==> src/rtl/counter_ctrl_pkg.sv <==
// Shared types and helpers for the press-and-hold step counter controller.
package counter_ctrl_pkg;

  typedef enum logic [1:0] {
    IDLE         = 2'd0,
    REPEAT       = 2'd1,
    LOCKOUT      = 2'd2,
    RELEASE_WAIT = 2'd3
  } state_t;

  typedef enum logic {
    DIR_UP   = 1'b0,
    DIR_DOWN = 1'b1
  } dir_t;

  // Width of the repeat timer; it only ever holds HOLD_CYCLES-1 or REPEAT_CYCLES-1.
  function automatic int timer_width(input int hold_cycles, input int repeat_cycles);
    int longest;
    longest = (hold_cycles > repeat_cycles) ? hold_cycles : repeat_cycles;
    return (longest > 2) ? $clog2(longest) : 1;
  endfunction

endpackage

==> src/rtl/sw_debounce.sv <==
// Synchronises one raw active-low switch and debounces it into an active-high pressed level.
module sw_debounce #(
  parameter int DEBOUNCE_CYCLES = 4
) (
  input  logic clk_i,
  input  logic reset_i,
  input  logic switch_i,
  output logic pressed_o
);

  localparam int CW = (DEBOUNCE_CYCLES > 1) ? $clog2(DEBOUNCE_CYCLES) : 1;
  localparam logic [CW-1:0] CNT_LAST = CW'(DEBOUNCE_CYCLES - 1);

  logic          sync_q1;
  logic          sync_q2;
  logic [CW-1:0] cnt_q;

  // Inverting ahead of the synchroniser lets reset clear every flop to "released".
  always_ff @(posedge clk_i) begin
    if (reset_i) begin
      sync_q1   <= 1'b0;
      sync_q2   <= 1'b0;
      cnt_q     <= '0;
      pressed_o <= 1'b0;
    end else begin
      sync_q1 <= ~switch_i;
      sync_q2 <= sync_q1;
      if (sync_q2 != pressed_o) begin
        if (cnt_q == CNT_LAST) begin
          pressed_o <= sync_q2;
          cnt_q     <= '0;
        end else begin
          cnt_q <= cnt_q + 1'b1;
        end
      end else begin
        cnt_q <= '0;
      end
    end
  end

endmodule

==> src/rtl/counter_step_ctrl.sv <==
// Press-and-hold controller issuing inc/dec strobes with auto-repeat and up/down lockout.
//
//   state        | meaning
//   IDLE         | no switch active, waiting for a single press
//   REPEAT       | one switch held, timer counting to the next auto-repeat pulse
//   LOCKOUT      | both switches seen pressed, no pulses until both released
//   RELEASE_WAIT | one-cycle gap after lockout before re-arming
module counter_step_ctrl
  import counter_ctrl_pkg::*;
#(
  parameter int DEBOUNCE_CYCLES = 4,
  parameter int HOLD_CYCLES     = 16,
  parameter int REPEAT_CYCLES   = 8
) (
  input  logic clk_i,
  input  logic reset_i,
  input  logic switch_up_i,
  input  logic switch_down_i,
  output logic inc_o,
  output logic dec_o,
  output logic held_o,
  output logic conflict_o
);

  localparam int TW = timer_width(HOLD_CYCLES, REPEAT_CYCLES);
  localparam logic [TW-1:0] HOLD_LOAD   = TW'(HOLD_CYCLES - 1);
  localparam logic [TW-1:0] REPEAT_LOAD = TW'(REPEAT_CYCLES - 1);

  logic          up_pressed;
  logic          down_pressed;
  logic          active_pressed;
  logic          other_pressed;
  state_t        state_q;
  dir_t          dir_q;
  logic [TW-1:0] timer_q;

  sw_debounce #(.DEBOUNCE_CYCLES(DEBOUNCE_CYCLES)) u_deb_up (
    .clk_i     (clk_i),
    .reset_i   (reset_i),
    .switch_i  (switch_up_i),
    .pressed_o (up_pressed)
  );

  sw_debounce #(.DEBOUNCE_CYCLES(DEBOUNCE_CYCLES)) u_deb_down (
    .clk_i     (clk_i),
    .reset_i   (reset_i),
    .switch_i  (switch_down_i),
    .pressed_o (down_pressed)
  );

  assign active_pressed = (dir_q == DIR_UP) ? up_pressed : down_pressed;
  assign other_pressed  = (dir_q == DIR_UP) ? down_pressed : up_pressed;

  always_ff @(posedge clk_i) begin
    if (reset_i) begin
      state_q    <= IDLE;
      dir_q      <= DIR_UP;
      timer_q    <= '0;
      inc_o      <= 1'b0;
      dec_o      <= 1'b0;
      held_o     <= 1'b0;
      conflict_o <= 1'b0;
    end else begin
      inc_o <= 1'b0;
      dec_o <= 1'b0;
      case (state_q)
        IDLE: begin
          if (up_pressed && down_pressed) begin
            state_q    <= LOCKOUT;
            conflict_o <= 1'b1;
          end else if (up_pressed || down_pressed) begin
            dir_q   <= up_pressed ? DIR_UP : DIR_DOWN;
            inc_o   <= up_pressed;
            dec_o   <= down_pressed;
            timer_q <= HOLD_LOAD;
            state_q <= REPEAT;
            held_o  <= 1'b1;
          end
        end
        REPEAT: begin
          // Release wins over a simultaneous press of the opposite switch.
          if (!active_pressed) begin
            state_q <= IDLE;
            held_o  <= 1'b0;
          end else if (other_pressed) begin
            state_q    <= LOCKOUT;
            held_o     <= 1'b0;
            conflict_o <= 1'b1;
          end else if (timer_q == '0) begin
            inc_o   <= (dir_q == DIR_UP);
            dec_o   <= (dir_q == DIR_DOWN);
            timer_q <= REPEAT_LOAD;
          end else begin
            timer_q <= timer_q - 1'b1;
          end
        end
        LOCKOUT: begin
          if (!up_pressed && !down_pressed) begin
            state_q    <= RELEASE_WAIT;
            conflict_o <= 1'b0;
          end
        end
        RELEASE_WAIT: begin
          state_q <= IDLE;
        end
        default: begin
          state_q    <= IDLE;
          held_o     <= 1'b0;
          conflict_o <= 1'b0;
        end
      endcase
    end
  end

endmodule

==> config.mk <==
export PLATFORM = sky130hd
export DESIGN_NAME = counter_step_ctrl
export DESIGN_NICKNAME = d
export VERILOG_FILES = /design/src/rtl/counter_ctrl_pkg.sv /design/src/rtl/sw_debounce.sv /design/src/rtl/counter_step_ctrl.sv
export SDC_FILE = /design/constraint.sdc
export NUM_CORES = 1
export LEC_CHECK = 0
export ABC_AREA = 1
export CORE_MARGIN = 1
export CORE_UTILIZATION = 43
export DETAILED_ROUTE_END_ITERATION = 6
export GPL_TIMING_DRIVEN = 1
export SYNTH_ARGS = -nofsm -noshare
export SYNTH_HDL_FRONTEND = slang
export SYNTH_SLANG_ARGS = --single-unit
export TNS_END_PERCENT = 30
==> constraint.sdc <==
create_clock -name clk_i -period 2.83 [get_ports clk_i]
set_clock_uncertainty 0.2 [all_clocks]
set_input_delay 0.566 -clock clk_i [delete_from_list [all_inputs] [get_ports clk_i]]
set_output_delay 0.566 -clock clk_i [all_outputs]
set_load 0.05 [all_outputs]
==> reports/results.ini <==
[outcome]
status = finished clean

[hold_path]
hold_depth = 2
min_to = u_deb_down.sync_q2$_SDFF_PP0_
hold_start = u_deb_down.sync_q1$_SDFF_PP0_
holdCritPathClass = register to register

[cts]
cts_resized = 0
holdBufCountCts = 0
cts_tree = yes
cts_sinks = 21
clock_tree.root_cell = clkbuf_4
post-cts-setup-buffer-count = 0
ctsLongestPathBuffers = 2
cts_max_level = 1
path_clk_slew_ns = 0.11
cts_inserted_buffers = 3
worstSkewPairLatency_ns = 0.31

[drt]
drt-total-wl_mm = 1.81
drt.antenna.violating_nets = 0
via_per_inst = 4.80
drc_errors = 0
wl_per_cell_um = 10.2
drtPass1Iterations = 4
dr.first_iter.drc_count = 11
via_count = 850

[worst_setup_path]
worstReg2RegStart = u_deb_down.pressed_o$_SDFFE_PP0P_
critPathMaxFanout = 2
worstPathBufferInverterCount = 1
worst-r2r-setup-slack_ns = 1.01
critPathLaunchType = register
worstReg2RegEnd = timer_q[3]$_SDFFE_PP0P_
crit_chain = clkdlybuf4s50_1
end_kind = output pin
cp.depth = 1
cpPeakStageDelay_ns = 0.80
cp_slowest_cell = clkdlybuf4s50_1
worstPathRequired_ns = 2.06
worstPathArrival_ns = 1.48
path_class = register to output pin
critical-path-top-delay-family = buffers and inverters
ff2ff_path_depth = 8

[sta]
finalMaxSlewViolations = 0
finalHoldViolCount = 0
maxClockFrequency_ghz = 0.446
period_needed_ns = 2.24
fin_setup_tns_ns = 0
rsz0062_at_grt = no
min_period_over_period = 0.793
setup_viol = 0
slew_headroom = 0.673
worst_slew_pin_slew_ns = 0.488

[logic_synthesis]
synth_cell_types = 23
syn_avg_cell_area_um2 = 7.52
syn_inst = 140
synth_area_leaders = dfxtp_1, ha_1, nand2_1
ys_seq_area_frac = 0.400
yosys_warnings = 0
synth_seq_cells = 21
yosysTopAreaCell = dfxtp_1
syn_area_um2 = 1050
synth_top_area_frac = 0.400
synth.net_count = 152

[die]
dieArea_um2 = 2650
start_util = 0.467
core-area_um2 = 2250
die_x_um = 51.5
num_rows = 17
fp.dieH_um = 51.5
io_pins = 8

[cells_and_area]
final_cells = 177
drive_above_1_share = 0.148
area_growth_pct = 11.4
final_cell_mix = nand2_1, dfxtp_1, nor2_1
final_util = 0.520
layout.nets = 162
final_common_cell = nand2_1
fin_area_um2 = 1170
diodes = 0

[global_route]
met1_usage = 0.203
antenna_found_initial = 0
grt_remaining_overflow = 0
grt_use_met3 = 0.0536
grt_first_pass_wirelength_mm = 3.21
grtUsageTotal = 0.169
grt_pass1_vias = 737
grt_util_met2 = 0.264
grt.busiest_layer = met2
grt_max_degree = 13

[placed_design]
place_area_um2 = 1140
place_inst = 173
place_hpwl_mm = 1.37
place.gp.congestion = 0.827
io_buffers = 7

[power_and_ir_drop]
ir_drop_mv = 0.251
p_per_area_nw_per_um2 = 395
leakage_nw = 0.480

[run]
cap_violations = 0

## cell type report
| type | instances | area [µm²] |
|---|---|---|
| Multi-Input combinational cell | 97 | 544 |
| Fill cell | 242 | 1080 |
| Tap cell | 28 | 35.0 |
| Inverter | 20 | 75.1 |
| Sequential cell | 21 | 420 |
| Clock buffer | 3 | 22.5 |
| Timing Repair Buffer | 7 | 70.1 |
| Clock inverter | 1 | 5.00 |
## power breakdown
group	switching [mW]	internal (mW)	total, mW	leakage (nW)
sequential	0.00171	0.299	0.301	0.170
combinational	0.00834	0.00672	0.0151	0.292
clock	0.0943	0.0530	0.147	0.0177
total	0.104	0.359	0.463	0.480
## how the worst max path moves through the flow
| stage | start | end | slack (ns) |
|---|---|---|---|
| floorplan | u_deb_down.pressed_o$_SDFFE_PP0P_ | timer_q[3]$_SDFFE_PP0P_ | 1.21 |
| global placement | reset_i | u_deb_down.cnt_q[0]$_SDFF_PP0_ | 0.88 |
| detailed placement | reset_i | u_deb_down.cnt_q[0]$_SDFF_PP0_ | 0.82 |
| CTS | held_o$_SDFFE_PP0P_ | held_o | 0.57 |
| global route | held_o$_SDFFE_PP0P_ | held_o | 0.52 |
| finish | held_o$_SDFFE_PP0P_ | held_o | 0.59 |
## routing by layer
metal | share of wire | wire, µm
met5 | 0 | 0
met4 | 0.024 | 43
met3 | 0.029 | 52
met2 | 0.45 | 811
met1 | 0.50 | 901
## kinds of logic after synthesis
logic type	count (synthesis)	share of synthesized area
buffers and inverters	22	0.0832
adders and majority gates	8	0.0951
DFF	21	0.400
AOI/OAI and AO/OA	24	0.137
and+or+nand+nor	65	0.285
## cells in the mapped netlist
master / number
buf_4: 1
nand2_1: 24
a21oi_1: 10
nor2_1: 19
nand3_1: 8
o21ai_1: 3
nand4_1: 1
nor3_1: 2
buf_2: 1
nand2_4: 1
nor4_1: 1
inv_1: 15
or2_2: 1
nand2_2: 6
nand3_2: 1
a21oi_4: 1
o21ai_0: 6
dfxtp_1: 21
nor2_4: 1
inv_2: 5
a21oi_2: 2
o211ai_1: 2
ha_1: 8
## registers in the layout, summed over array words and instances (netlist names)
signal / count
u_deb_down.cnt_q: 2
timer_q: 4
u_deb_up.sync_q1: 1
u_deb_up.pressed_o: 1
state_q: 2
dir_q: 1
u_deb_down.sync_q2: 1
u_deb_up.cnt_q: 2
u_deb_down.sync_q1: 1
dec_o: 1
u_deb_up.sync_q2: 1
conflict_o: 1
inc_o: 1
held_o: 1
u_deb_down.pressed_o: 1
## through the flow
step                      total power [mW]  setup slack (ns)  hold slack, ns
after detailed placement             0.323             0.818           0.207
final                                0.463             0.586           0.222
after CTS                            0.471             0.574           0.224
after floorplan                      0.316              1.21           0.188
after global placement               0.322             0.880           0.195
after global routing                 0.490             0.518           0.255
No activity file was read; power rests on OpenSTA's default activity.
